File: src/rtl/matvec_pkg.sv
// matvec_pkg: shared types and helpers for the matrix-vector engine.
//   matvec_state_e : engine FSM states
//   DEF_DATA_W / DEF_ACC_W : default element / accumulator widths
//   lane_extract() : pull element k (width w) out of a memory word
package matvec_pkg;

  localparam int unsigned DEF_DATA_W = 8;
  localparam int unsigned DEF_ACC_W  = 24;

  // Upper bounds for the lane helper; callers zero-extend into / truncate out of these.
  localparam int unsigned MAX_WORD_W = 512;
  localparam int unsigned MAX_LANE_W = 64;

  typedef enum logic [2:0] {
    S_IDLE,
    S_REQ,
    S_WAIT,
    S_CALC,
    S_OUT,
    S_DONE
  } matvec_state_e;

  function automatic logic [MAX_LANE_W-1:0] lane_extract(
    input logic [MAX_WORD_W-1:0] word,
    input int unsigned           k,
    input int unsigned           w
  );
    logic [MAX_WORD_W-1:0] sh;
    logic [MAX_LANE_W-1:0] mask;
    sh   = word >> (k * w);
    mask = (w >= MAX_LANE_W) ? '1 : ((MAX_LANE_W'(1) << w) - MAX_LANE_W'(1));
    return MAX_LANE_W'(sh) & mask;
  endfunction

endpackage

File: src/rtl/matvec_engine_mac_lane.sv
// mac_lane: one unsigned multiply-accumulate lane.
//   clk, rst : clock, synchronous active-high reset (acc -> 0)
//   clr      : clear accumulator (priority over en)
//   en       : acc <= acc + a*b, wrapping mod 2^ACC_W
//   a, b     : DATA_W-bit unsigned operands
//   acc      : ACC_W-bit accumulator
module mac_lane
  import matvec_pkg::*;
#(
  parameter int unsigned DATA_W = DEF_DATA_W,
  parameter int unsigned ACC_W  = DEF_ACC_W
) (
  input  logic              clk,
  input  logic              rst,
  input  logic              clr,
  input  logic              en,
  input  logic [DATA_W-1:0] a,
  input  logic [DATA_W-1:0] b,
  output logic [ACC_W-1:0]  acc
);

  logic [2*DATA_W-1:0] prod;
  logic [ACC_W-1:0]    acc_q, acc_d;

  always_comb begin
    prod  = (2*DATA_W)'(a) * (2*DATA_W)'(b);
    acc_d = acc_q;
    if (clr) begin
      acc_d = '0;
    end else if (en) begin
      acc_d = acc_q + ACC_W'(prod);
    end
  end

  always_ff @(posedge clk) begin
    if (rst) begin
      acc_q <= '0;
    end else begin
      acc_q <= acc_d;
    end
  end

  assign acc = acc_q;

endmodule

File: src/rtl/matvec_engine.sv
// matvec_engine: fetches B and ROWS rows of A over an Avalon-MM read master,
// computes C[r] = sum_k A[r][k]*B[k] with ROWS parallel MAC lanes, then
// streams C[0..ROWS-1] on a valid/ready port.
//   clk, rst            : clock, synchronous active-high reset
//   start, base_addr    : job start pulse, word address of B (A row r at base+1+r)
//   busy, done          : job in progress, one-cycle completion pulse
//   address, read       : Avalon read request (held while waitrequest)
//   readdata, readdatavalid, waitrequest : Avalon read response / stall
//   res_valid, res_ready, res_data, res_idx : result stream
module matvec_engine
  import matvec_pkg::*;
#(
  parameter  int unsigned ROWS   = 8,
  parameter  int unsigned COLS   = 8,
  parameter  int unsigned DATA_W = DEF_DATA_W,
  parameter  int unsigned ACC_W  = DEF_ACC_W,
  parameter  int unsigned ADDR_W = 32,
  localparam int unsigned MEM_W  = COLS * DATA_W,
  localparam int unsigned IDX_W  = (ROWS > 1) ? $clog2(ROWS) : 1
) (
  input  logic              clk,
  input  logic              rst,
  input  logic              start,
  input  logic [ADDR_W-1:0] base_addr,
  output logic              busy,
  output logic              done,
  output logic [ADDR_W-1:0] address,
  output logic              read,
  input  logic [MEM_W-1:0]  readdata,
  input  logic              readdatavalid,
  input  logic              waitrequest,
  output logic              res_valid,
  input  logic              res_ready,
  output logic [ACC_W-1:0]  res_data,
  output logic [IDX_W-1:0]  res_idx
);

  localparam int unsigned N_W = $clog2(ROWS + 1);
  localparam int unsigned K_W = (COLS > 1) ? $clog2(COLS) : 1;

  matvec_state_e state_q, state_d;

  logic [ADDR_W-1:0] base_q, base_d;
  logic [N_W-1:0]    n_q, n_d;
  logic [K_W-1:0]    k_q, k_d;
  logic [IDX_W-1:0]  idx_q, idx_d;
  logic [MEM_W-1:0]  b_q, b_d;
  logic [MEM_W-1:0]  a_q [ROWS];
  logic [MEM_W-1:0]  a_d [ROWS];

  logic              acc_clr, acc_en;
  logic [DATA_W-1:0] lane_b;
  logic [DATA_W-1:0] lane_a [ROWS];
  logic [ACC_W-1:0]  acc    [ROWS];

  // Column k_q of B and of every buffered A row feeds the MAC lanes.
  always_comb begin
    lane_b = DATA_W'(lane_extract(MAX_WORD_W'(b_q), 32'(k_q), DATA_W));
    for (int unsigned r = 0; r < ROWS; r++) begin
      lane_a[r] = DATA_W'(lane_extract(MAX_WORD_W'(a_q[r]), 32'(k_q), DATA_W));
    end
  end

  for (genvar r = 0; r < ROWS; r++) begin : g_lane
    mac_lane #(
      .DATA_W (DATA_W),
      .ACC_W  (ACC_W)
    ) u_mac (
      .clk (clk),
      .rst (rst),
      .clr (acc_clr),
      .en  (acc_en),
      .a   (lane_a[r]),
      .b   (lane_b),
      .acc (acc[r])
    );
  end

  always_comb begin
    state_d = state_q;
    base_d  = base_q;
    n_d     = n_q;
    k_d     = k_q;
    idx_d   = idx_q;
    b_d     = b_q;
    a_d     = a_q;
    acc_clr = 1'b0;
    acc_en  = 1'b0;

    case (state_q)
      S_IDLE: begin
        if (start) begin
          base_d  = base_addr;
          n_d     = '0;
          k_d     = '0;
          idx_d   = '0;
          acc_clr = 1'b1;
          state_d = S_REQ;
        end
      end
      S_REQ: begin
        if (!waitrequest) begin
          state_d = S_WAIT;
        end
      end
      S_WAIT: begin
        if (readdatavalid) begin
          // Word 0 is B; word n (n >= 1) is row n-1 of A.
          if (n_q == '0) begin
            b_d = readdata;
          end
          for (int unsigned r = 0; r < ROWS; r++) begin
            if (n_q == N_W'(r + 1)) begin
              a_d[r] = readdata;
            end
          end
          if (n_q == N_W'(ROWS)) begin
            k_d     = '0;
            state_d = S_CALC;
          end else begin
            n_d     = n_q + N_W'(1);
            state_d = S_REQ;
          end
        end
      end
      S_CALC: begin
        acc_en = 1'b1;
        if (k_q == K_W'(COLS - 1)) begin
          idx_d   = '0;
          state_d = S_OUT;
        end else begin
          k_d = k_q + K_W'(1);
        end
      end
      S_OUT: begin
        if (res_ready) begin
          if (idx_q == IDX_W'(ROWS - 1)) begin
            state_d = S_DONE;
          end else begin
            idx_d = idx_q + IDX_W'(1);
          end
        end
      end
      S_DONE: begin
        state_d = S_IDLE;
      end
      default: begin
        state_d = S_IDLE;
      end
    endcase
  end

  always_ff @(posedge clk) begin
    if (rst) begin
      state_q <= S_IDLE;
      base_q  <= '0;
      n_q     <= '0;
      k_q     <= '0;
      idx_q   <= '0;
      b_q     <= '0;
      for (int unsigned r = 0; r < ROWS; r++) begin
        a_q[r] <= '0;
      end
    end else begin
      state_q <= state_d;
      base_q  <= base_d;
      n_q     <= n_d;
      k_q     <= k_d;
      idx_q   <= idx_d;
      b_q     <= b_d;
      a_q     <= a_d;
    end
  end

  always_comb begin
    res_data = '0;
    for (int unsigned r = 0; r < ROWS; r++) begin
      if (idx_q == IDX_W'(r)) begin
        res_data = acc[r];
      end
    end
  end

  assign busy      = (state_q != S_IDLE);
  assign done      = (state_q == S_DONE);
  assign read      = (state_q == S_REQ);
  assign res_valid = (state_q == S_OUT);
  assign res_idx   = idx_q;
  assign address   = base_q + ADDR_W'(n_q);

endmodule
File: config.mk
export PLATFORM = sky130hd
export DESIGN_NAME = matvec_engine
export DESIGN_NICKNAME = d
export VERILOG_FILES = /design/src/rtl/matvec_pkg.sv /design/src/rtl/matvec_engine_mac_lane.sv /design/src/rtl/matvec_engine.sv
export SDC_FILE = /design/constraint.sdc
export NUM_CORES = 2
export LEC_CHECK = 0
export BUFFER_PORTS_ARGS = -buffer_cell sky130_fd_sc_hd__clkbuf_2
export CAP_MARGIN = 0
export CORE_ASPECT_RATIO = 1.75
export CORE_UTILIZATION = 50
export CTS_BUF_LIST = sky130_fd_sc_hd__clkbuf_8
export CTS_CLUSTER_SIZE = 24
export DETAILED_ROUTE_END_ITERATION = 7
export HOLD_SLACK_MARGIN = 0.1
export PLACE_DENSITY = 0.72
export SLEW_MARGIN = 0
export SYNTH_ARGS = -nofsm -noshare
export SYNTH_HDL_FRONTEND = slang
export SYNTH_SLANG_ARGS = --single-unit
export TNS_END_PERCENT = 1
File: constraint.sdc
create_clock -name clk -period 18.7 [get_ports clk]
set_clock_uncertainty 0.1 [all_clocks]
set_input_delay 2.805 -clock clk [delete_from_list [all_inputs] [get_ports clk]]
set_output_delay 2.805 -clock clk [all_outputs]
set_load 0.05 [all_outputs]
== Word-level counts from Yosys, hierarchy flattened ==
Cells that the tools add are included.

* Flip-flop bits (word level): 813
* Bits of input ports: 102
* Logic and storage cells: 136

* $add $sub $neg: 12
* $mul: 8
* Equality and inequality tests: 31
* Shift-type cells: 9
* Muxes and demuxes: 32
* Reduce and logical (&&, ||, !) cells: 22

{| class="wikitable"
|+ Operator list
! operator !! number
|-
| $shr A64 B6 Y8 || 9
|-
| $add A24 B16 Y24 || 8
|-
| $mux W24 || 8
|-
| $mul A8 B8 Y16 || 8
|-
| $mux W3 || 13
|-
| $add A32 B4 Y32 || 1
|-
| $reduce_and A3 Y1 || 9
|-
| $eq A3 B3 Y1 const B || 7
|-
| $pmux W3 S3 || 2
|-
| $eq A4 B3 Y1 const B || 4
|-
| $ne A2 B2 Y1 const B || 8
|-
| $pmux W3 S5 || 1
|-
| $eq A3 B2 Y1 const B || 4
|-
| $mux W4 || 3
|-
| $reduce_and A5 Y1 || 2
|-
| $reduce_bool A3 Y1 || 3
|-
| $eq A4 B2 Y1 const B || 2
|-
| $pmux W4 S2 || 1
|-
| $add A3 B1 Y3 const B || 2
|-
| $eq A3 B1 Y1 const B || 2
|-
| $logic_not A3 Y1 || 2
|-
| $reduce_and A6 Y1 || 1
|-
| $add A4 B1 Y4 const B || 1
|-
| $eq A4 B1 Y1 const B || 1
|-
| other kinds (9) || 12
|}

== Logic depth before layout (Yosys ltp) ==
* Word-level depth: 9
* Depth in mapped cells: 24
* Mapped depth without buffers: 21

== By module ==
Synthesis repeated with hierarchy kept, for this count alone.

* Cells, all modules: 6947
* Area total of the unflattened synthesis: 58031.9 µm²

{| class="wikitable"
|+ By module, submodules not included
! module !! times used !! cells each !! area each (µm²) !! seq. area each (µm²)
|-
| matvec_engine || 1 || 3446 || 28497.3 || 12431.9
|-
| mac_lane at g_lane[1].u_mac ... || 2 || 446 || 3721.1 || 480.5
|-
| mac_lane at g_lane[0].u_mac || 1 || 443 || 3758.6 || 480.5
|-
| mac_lane at g_lane[3].u_mac || 1 || 442 || 3728.6 || 480.5
|-
| mac_lane at g_lane[6].u_mac || 1 || 444 || 3728.6 || 480.5
|-
| mac_lane at g_lane[7].u_mac || 1 || 444 || 3706.1 || 480.5
|-
| mac_lane at g_lane[5].u_mac || 1 || 423 || 3644.7 || 480.5
|-
| mac_lane at g_lane[4].u_mac || 1 || 413 || 3525.9 || 480.5
|}

== Worst setup path after synthesis ==
OpenSTA, ideal clock, no wires.

* Kind: register -> output
* From: register idx_q[0] (netlist: res_idx[0])
* To: output res_data[13]
* Data arrival time: 3.156 ns
* Setup slack: 12.639 ns
* Cell stages (with the launch flop): 9
* Path buffers: 2
* Cells stage by stage: dfxtp_1 -> ha_1 -> ha_1 -> clkbuf_1 -> nor2_1 -> nand3b_1 -> clkbuf_1 -> o22ai_1 -> a211oi_1

* Word-level cells in the longest chain between the ends: 9
* Elaborated cells between the ends (all ways): 16
* Those cells by class: 7 x eq/ne; 8 x mux; 1 x reduce/logical

{| class="wikitable"
|+ Ends and longest elaborated chain
! item !! line !! RTL
|-
| start, declared || matvec_engine.sv:46 || <nowiki>logic [IDX_W-1:0] idx_q, idx_d;</nowiki>
|-
| start signal, assigned || matvec_engine.sv:169 || <nowiki>idx_q <= idx_d;</nowiki>
|-
| $logic_not A3 Y1 || matvec_engine.sv:178 || <nowiki>if (idx_q == IDX_W'(r)) begin</nowiki>
|-
| $mux W24 (7 in a row) || matvec_engine.sv:178 ||
|-
| $mux W24 (*) || matvec_engine.sv:178 ||
|-
| end, declared || matvec_engine.sv:34 || <nowiki>output logic [ACC_W-1:0] res_data,</nowiki>
|}

Every way passes the cells marked *; elsewhere a longest branch is shown, timed or not.

== Worst setup path in the final report ==
* From: register k_q[1]
* To: register g_lane[2].u_mac.acc_q[20]

* Word-level cells in the longest chain between the ends: 3
* Elaborated cells between the ends (all ways): 4
* Those cells by class: 1 x add/sub; 1 x mul; 2 x shift

{| class="wikitable"
|+ Ends and longest elaborated chain
! item !! line !! RTL
|-
| start, declared || matvec_engine.sv:45 || <nowiki>logic [K_W-1:0] k_q, k_d;</nowiki>
|-
| start signal, assigned || matvec_engine.sv:168 || <nowiki>k_q <= k_d;</nowiki>
|-
| $shr A64 B6 Y8 || matvec_pkg.sv:30 || <nowiki>sh = word >> (k * w);</nowiki>
|-
| $mul A8 B8 Y16 (*) || matvec_engine_mac_lane.sv:26 || <nowiki>prod = (2*DATA_W)'(a) * (2*DATA_W)'(b);</nowiki>
|-
| $add A24 B16 Y24 (*) || matvec_engine_mac_lane.sv:31 || <nowiki>acc_d = acc_q + ACC_W'(prod);</nowiki>
|-
| end signal, assigned || matvec_engine_mac_lane.sv:37 || <nowiki>acc_q <= '0;</nowiki>
|-
| end signal, assigned || matvec_engine_mac_lane.sv:39 || <nowiki>acc_q <= acc_d;</nowiki>
|-
| end, declared || matvec_engine_mac_lane.sv:23 || <nowiki>logic [ACC_W-1:0] acc_q, acc_d;</nowiki>
|}

Marks and branches as above.
A chain may end at the register's enable or synchronous reset.

==> results.md <==
- Core outline area: 113,000 µm²
- Post-cts sizing count: 0
- DR iter-0 viols: 3,770
- Post-CTS Setup Repair Bufs: 0
- Initial core utilization: 50.3%
- Number of I/O port buffers: 164
- Clock period minus worst slack: just under 8000 ps
- Maximum capacitance violations: 0
- Worst vdd rail ir drop: between 50 and 60 µV
- Top cells by count, synth: nand2_1, a21oi_1, dfxtp_1
- Total design power: approximately 3800 µW
- Synth unique cells: 75
- Fraction of layout instances using a drive strength above 1: 9.73%
- Most numerous cell in the Yosys netlist: nand2_1
- Core Rows: 163
- Net count, final: 7,743
- DRT Wirelength: 179,000 µm
- Switching fraction of total power: 30.5%
- Cells along the critical path: buf_4, mux4_2, mux2i_4, buf_4, nor2b_1, fa_1, fa_1, fa_1, inv_1, fa_1, inv_1, ha_1, and3_1, a221o_1, a31o_2, o21ai_0, o21ai_0, nand2_1, mux2i_1
- Synth Register Bits: 813
- Internal power consumption: ~2700 µW
- Clock H-tree levels: 3
- Worst min path class: flip-flop to flip-flop
- X dimension of the die: 256 µm
- Portion of total power attributed to sequential cells: 47.9%
- Switching power: about 1200 µW
- Unrepaired setup endpoints after global routing: no
- Area of the die: 115,000 µm²
- Pins over their slew limit: 0
- Status: finished clean
- Normalized max-slew margin: around a fifth
- Num ports: 165
- Critical Path End Type: flip-flop
- Top delay family on crit path: adder cells
- Vias after detailed routing: 48,500
- Cell Area, Synth: 56,600 µm²
- Number of routed nets with antenna violations: 0
- Largest area contributor in the netlist: dfxtp_1
- Congestion Overflow GR: 0
- End-of-flow core utilization: 53.8%
- Number of clock buffers inserted by TritonCTS: 120
- RD Place Congestion: 0.938
- HPWL reported at the end of detailed placement: 129,000 µm
- Least-Margin Pin Slew: 1160 ps
- Root Driver: clkbuf_8
- Via count of the first global-routing pass: 48,800
- TritonCTS clock tree: yes
- Count of endpoints failing hold in the final timing report: 0
- Share of Yosys cell area claimed by the top area cell type: around 29%
- Peak clock frequency supported by timing: 0.129 GHz
- Largest stage delay on the critical path: 900 ps
- Clock latency of the later-clocked register in the worst-skew pair: just under 900 ps
- Clock network fraction of design power: 40.0%
- Total DRC errors in the routed layout: 0
- Aggregate global-route resource usage: 31.2%
- Dominant synthesized flop cell: dfxtp_1
- Largest fanout of any net on the critical path: 64
- Power per Cell Area: 62.9 nW/µm²
- Largest cells by area after synthesis: dfxtp_1, fa_1, nand2_1
- Leakage power figure: 0.0249 µW
- WP data required: 19,390 ps
- Number of warnings reported in the yosys synthesis log: 0
- Post-synthesis sequential area ratio: 28.7%
- Final number of setup-violating endpoints: 0
- Hold buffer count at cts: 0
- Largest net degree at the start of global routing: 239
- WP data arrival: 8430 ps
- Library cell contributing the largest single delay on the critical path: buf_4
- Via density per instance: 5.72
- Net count of the mapped netlist: around 7,800
- Portion of the clock cycle consumed by the worst path in the final layout: 41.4%
- Detailed-route wire length per cell: 21.1 µm
- Deepest clock path buffer count: 3
- First-pass GRT wire length: 275,000 µm
- Total clock sinks: approximately 810
- Most used cell, CP: fa_1
- Initial antenna violation count: 12
- Comb power frac: 12.1%
- First-pass detailed-route iteration total: 7
- Area delta synth->final: 7.02%
- Number of synthesized flops with an enable pin: 0
- Post-synthesis average cell area: 8.09 µm²
- Layout fillers: 10,600
- Crit path buf inv count: 4
- Startpoint Class: flip-flop
- Synthesized netlist cell count: 7,002
- Clock slew seen by the registers of the worst setup and hold paths: 70 ps
- DIE HEIGHT: between 400 and 500 µm
- Total negative setup slack: 0 ps
- Crit Path Category: flip-flop to flip-flop
- Asr flop ratio synth: 0%
[worst register-to-register path, cell delays in order, from the launching register on]
cell and delay (ps):
dfxtp_4 750, buf_4 960, mux4_2 480, mux2i_4 140, buf_4 680, nor2b_1 170, fa_1 500, fa_1 460
fa_1 530, inv_1 60, fa_1 480, inv_1 50, ha_1 320, and3_1 260, a221o_1 340, a31o_2 220
o21ai_0 400, o21ai_0 390, nand2_1 170, mux2i_1 210
[power by group through the flow]
stage	combinational, µW	clock, µW	sequential (µW)
2_1_floorplan	325	0	1840
3_3_place_gp	450	0	1860
3_5_place_dp	456	0	1860
4_1_cts	457	1550	1820
5_1_grt	487	1620	1830
6_report	461	1530	1830
[cell type report]
| class | count | area, µm² | area share (%) |
|---|---|---|---|
| multi-input combinational | 4935 | 35600 | 58.8 |
| sequential | 813 | 16300 | 26.9 |
| inverter | 796 | 2990 | 4.93 |
| clock buffer | 151 | 2080 | 3.43 |
| tap | 1485 | 1860 | 3.07 |
| timing repair buffer | 230 | 1380 | 2.27 |
| clock inverter | 61 | 390 | 0.644 |
| antenna | 8 | 20.0 | 0.0330 |
[cells in the final DEF (no fill, tap or decap), types with 68 or more instances in the layout]
| cell type | n |
|---|---|
| nand2_1 | 1676 |
| inv_1 | 832 |
| a21oi_1 | 831 |
| dfxtp_1 | 810 |
| nor2_1 | 439 |
| fa_1 | 401 |
| ha_1 | 342 |
| clkbuf_2 | 163 |
| clkbuf_8 | 151 |
| mux4_2 | 144 |
| o21ai_0 | 121 |
| nand3_1 | 92 |
| mux2i_1 | 68 |
| a211oi_1 | 68 |
[final timing paths]
| check | start | end | slack, ps | cells past startpoint |
|---|---|---|---|---|
| worst min-delay path | b_q[23] | b_q[23] | 350 | 2 |
| worst max register to register | k_q[1] | g_lane[2].u_mac.acc[20] | 10960 | 19 |
| worst min register to register | b_q[23] | b_q[23] | 350 | 2 |
| worst max-delay path | k_q[1] | g_lane[2].u_mac.acc[20] | 10960 | 19 |
[kinds of logic (layout without fill, tap and decap cells)]
kind of cell / count (synthesis) / in the layout / synth area share (%)
DFF: 813 / 813 / 28.7
xor gates and xnor gates: 111 / 111 / 1.72
other: 0 / 8 / 0
buffers and inverters: 1254 / 1238 / 8.62
adders and majority gates: 745 / 745 / 21.8
and+or+nand+nor: 2576 / 2576 / 18.9
muxes: 253 / 253 / 7.74
AOI/OAI and AO/OA: 1250 / 1250 / 12.5
[registers in the layout, indices dropped and copies added, names as in the netlist]
register and flops:
a_q 512, k_q 3, n_q 4, base_q 32, g_lane.u_mac.acc 192, res_idx 3, state_q 3, b_q 64
[metal layers]
metal | global-route usage (%) | share of wire [%]
met1 | 33.1 | 35
met3 | 5.46 | 7.0
met2 | 52.6 | 48
met5 | 0 | 0.022
met4 | 28.6 | 10
[per-stage QoR]
stage	cells	setup slack [ps]	area (µm²)	hold WS [ps]
5_1_grt	8472	10710	60600	364
6_report	8479	10960	60600	352
4_1_cts	8471	11060	60600	353
3_3_place_gp	8259	11160	58100	338
3_5_place_dp	8259	11080	58100	344
2_1_floorplan	7002	12640	56600	332
Power figures use the tool's default switching activity.
